**src/rtl/gcd_ctrl.sv**
```systemverilog
// Control FSM for a subtraction-based GCD datapath: IDLE -> LOAD -> CALC -> DONE.
// Optional step-limit abort is enabled by defining GCD_TIMEOUT_EN.
module gcd_ctrl #(
  parameter int ITER_W   = 16,
  parameter int MAX_ITER = 65535
) (
  input  logic              clk,
  input  logic              rst,
  input  logic              go,
  input  logic              x_lt_y,
  input  logic              x_ne_y,
  output logic              x_sel,
  output logic              x_en,
  output logic              y_sel,
  output logic              y_en,
  output logic              output_en,
  output logic              busy,
  output logic              done,
  output logic              err,
  output logic [ITER_W-1:0] iter_cnt
);

  typedef enum logic [1:0] {IDLE, LOAD, CALC, DONE} state_t;

  state_t state;
  logic   at_limit;
  logic   step;

  if (MAX_ITER < 0 || longint'(MAX_ITER) >= (longint'(1) << ITER_W)) begin : g_bad_max
    $error("gcd_ctrl: MAX_ITER must fit in ITER_W bits");
  end

`ifdef GCD_TIMEOUT_EN
  logic timeout_r;
  assign at_limit = (iter_cnt == ITER_W'(MAX_ITER));
  assign err      = (state == DONE) && timeout_r;
`else
  assign at_limit = 1'b0;
  assign err      = 1'b0;
`endif

  // A subtract step happens only while operands differ and the limit is not hit.
  assign step = (state == CALC) && x_ne_y && !at_limit;

  always_ff @(posedge clk) begin
    if (rst) begin
      state    <= IDLE;
      iter_cnt <= '0;
`ifdef GCD_TIMEOUT_EN
      timeout_r <= 1'b0;
`endif
    end else begin
      case (state)
        IDLE: if (go) state <= LOAD;
        LOAD: begin
          iter_cnt <= '0;
`ifdef GCD_TIMEOUT_EN
          timeout_r <= 1'b0;
`endif
          state <= CALC;
        end
        CALC: begin
          if (!x_ne_y) begin
            state <= DONE;
          end else if (at_limit) begin
`ifdef GCD_TIMEOUT_EN
            timeout_r <= 1'b1;
`endif
            state <= DONE;
          end else if (iter_cnt != '1) begin
            iter_cnt <= iter_cnt + 1'b1;
          end
        end
        DONE:    state <= IDLE;
        default: state <= IDLE;
      endcase
    end
  end

  // Controls are decoded from state and live flags so the datapath reacts in the same cycle.
  always_comb begin
    x_sel     = 1'b0;
    x_en      = 1'b0;
    y_sel     = 1'b0;
    y_en      = 1'b0;
    output_en = 1'b0;
    done      = 1'b0;
    busy      = (state != IDLE);
    case (state)
      LOAD: begin
        x_en = 1'b1;
        y_en = 1'b1;
      end
      CALC: begin
        if (step) begin
          if (x_lt_y) begin
            y_en  = 1'b1;
            y_sel = 1'b1;
          end else begin
            x_en  = 1'b1;
            x_sel = 1'b1;
          end
        end else if (!x_ne_y) begin
          output_en = 1'b1;
        end
      end
      DONE:    done = 1'b1;
      default: ;
    endcase
  end

endmodule

```
**config.mk**
```make
export PLATFORM = sky130hd
export DESIGN_NAME = gcd_ctrl
export DESIGN_NICKNAME = d
export VERILOG_FILES = /design/src/rtl/gcd_ctrl.sv
export SDC_FILE = /design/constraint.sdc
export NUM_CORES = 1
export LEC_CHECK = 0
export ABC_AREA = 1
export CORE_AREA = 3 3 58 60
export DETAILED_ROUTE_END_ITERATION = 12
export DIE_AREA = 0 0 61 63
export GPL_TIMING_DRIVEN = 0
export PLACE_DENSITY = 0.68
export REMOVE_ABC_BUFFERS = 1
export SYNTH_ARGS = -nofsm -noshare
export SYNTH_HDL_FRONTEND = slang
export SYNTH_SLANG_ARGS = --single-unit
```
**constraint.sdc**
```tcl
create_clock -name clk -period 1.65 [get_ports clk]
set_clock_uncertainty 0.15 [all_clocks]
set_input_delay 0.33 -clock clk [delete_from_list [all_inputs] [get_ports clk]]
set_output_delay 0.33 -clock clk [all_outputs]
set_load 0.1 [all_outputs]
```
==> flow_summary.ini <==
[run_status]
status = finished with violations
violations = setup timing

[detailed_routing]
vias_per_cell = 5.142
drtPass1Iterations = 6
detail-route-antenna-nets = 0
wl_met1_um = 1620
wl_met2_um = 1815
num_vias = 1414
totalWireLength_um = 3652
top_layer_used = met4
dr_wl_met3_um = 166
drcViolationCount = 0
drtIter0Drc = 60
wl_per_cell_um = 13.28

[timing]
drv_slew = 0
setup_slack_ns = -0.3186
final-hold-violation-count = 0
period_needed_ns = 1.969
max_freq_mhz = 508.0
tightest_slew_ns = 0.5315
grt_setup_unrepaired = true
finalSetupViolCount = 8
period_share_pct = 119.3
worst_hold_slack_ns = 0.3755
max_slew_margin_pct = 64.46

[clocking]
clockRootBuffer = clkbuf_4
cts_max_path_buffers = 2
clkLatencyLatePin_ns = 0.31
cts_buffers = 3
cts_tree = yes
clock_sinks = 18
cts.clk_slew.worst_paths_ns = 0.12
postCtsHoldBufs = 0
htree_levels = 1

[synthesis]
ys_ff_latch = 18
ys_seq_area_share_pct = 28.46
yosys_warnings = 0
synthDistinctLibCells = 27
syn_area_um2 = 1266
postSynthCellCount = 202
postSynthAreaPerCell_um2 = 6.268

[die]
die_h_um = 63
io_pins = 29
num_rows = 20
die_w_um = 61
start_util_pct = 42.52
core-area_um2 = 2978
die_area_um2 = 3843

[power]
p_per_area_nw_per_um2 = 1749
p_leak_nw = 0.7995
ir_worst_vdd_v = 0.001303

[cells_and_area]
drive_gt1_share_pct = 34.30
num-nets-final = 253
multi_input_area_um2 = 875.8
ff_latch_area_um2 = 377.9
area_delta_synth_final_pct = 46.74
num_antenna_cells = 0
fill_cells = 260

[global_routing]
grt_usage_pct = 19.67
antenna_found_initial = 0
grt_max_degree = 19
grt_pass1_vias = 1303
grt_pass1_wl_um = 5913
grt_overflow_total = 0

[setup_path]
cp-start-kind = flop
critPathKind = reg2out
cp.arrival_ns = 1.49
crit_required_ns = 1.17
r2r_cells = 9
critical_path_peak_fanout = 3
end_kind = output pin

[job]
drv_cap = 0

[hold_path]
min_delay_path_depth = 2
hp-class = reg2reg

[placement]
place_ws_ns = -1.308
hpwl_um = 2114
io_buffers = 27
gp_congestion = 0.8125
[through the flow]
stage	total power (W)	instance area, um^2	cells	TNS [ns]	utilization [%]
2_1_floorplan	0.002094	1220	195	-17.83	-
6_report	0.003249	1858	275	-1.310	62.40
5_1_grt	0.003434	1858	275	-2.750	62.40
3_5_place_dp	0.002494	1531	255	-23.45	51.43
4_1_cts	0.003094	1757	275	-1.263	58.99
3_3_place_gp	0.002483	1531	255	-22.83	51.43
[state kept, by name (all words and copies together) (netlist names)]
register and cells:
iter_cnt 16, state 2
[synth_stat cells]
library cell,count,area (um^2)
nand2_4,2,22.52
o21a_1,2,15.01
o21ai_0,3,15.01
nand2_2,1,6.260
nand2_1,54,202.7
clkbuf_1,3,11.26
and2_1,2,12.51
nor2_4,2,22.52
nand4_1,1,6.260
o21bai_1,4,30.03
inv_1,24,90.09
nand3_1,26,130.1
nor3b_1,2,15.01
o21bai_2,1,11.26
buf_6,2,22.52
conb_1,1,3.750
nor2_2,1,6.260
ha_1,5,62.56
a221oi_1,1,8.760
dfxtp_1,18,360.4
buf_2,1,5.000
or2_2,1,6.260
nor2_1,28,105.1
nand4_2,1,12.51
a21oi_1,11,55.05
buf_4,1,7.510
nor3_1,4,20.02
[worst max-delay path, cell delays in order (launching register included)]
cell     delay [ns]
dfxtp_2        0.38
inv_4          0.05
ha_4           0.16
nand2_4        0.08
inv_2          0.05
nand2_2        0.05
inv_2          0.04
o21a_1         0.19
buf_12         0.17
[final timing paths]
path	end	slack [ns]	start
worst max-delay path	y_en	-0.32	state[0]
worst min-delay path	iter_cnt[4]	0.38	iter_cnt[4]
worst max register to register	iter_cnt[4]	-0.02	state[0]
worst min register to register	iter_cnt[4]	0.38	iter_cnt[4]
[metal layers]
metal,up-vias,track usage [%]
li1,728,-
met1,643,26.60
met2,37,31.82
met3,6,3.099
met4,0,5.149
met5,-,0
[layout by cell type, fill, tap and decap left out, drive strengths merged]
cell type / instances
conb: 1
nand3: 26
inv: 23
clkdlybuf4s50: 3
a221oi: 1
and2: 2
clkinvlp: 1
dfxtp: 18
clkbuf: 8
or2: 1
buf: 35
a21oi: 11
o21a: 2
nor3: 4
o21ai: 3
o21bai: 5
ha: 5
dlygate4sd2: 1
nor3b: 2
nand2: 57
nand4: 2
nor2: 31
[kinds of logic after synthesis]
family,after synthesis,share of synthesized area [%]
buffers and inverters,31,10.77
and+or+nand+nor,125,44.86
other,1,0.2962
DFF,18,28.46
adders and majority gates,5,4.941
AOI/OAI and AO/OA,22,10.67
[power breakdown]
group / internal [W] / switching (W)
sequential: 0.000552 / 0.000127
combinational: 0.000690 / 0.00159
clock: 0.000135 / 0.000159
total: 0.00138 / 0.00187
[layout make-up]
type / count / area share, %
inverter: 24 / 5.185
clock buffer: 4 / 1.953
tap: 33 / 2.222
sequential: 18 / 20.34
timing repair buffer: 43 / 23.17
multi-input combinational: 153 / 47.14
[repair_timing]
action                                 CTS  global route
resized for setup                      175            31
setup endpoints to repair               40            29
pin swaps                                5             4
buffers inserted                        16             0
endpoints found under the hold margin    0             0
gates cloned                             0             0
Note: power is estimated with default switching activity, not from simulation.
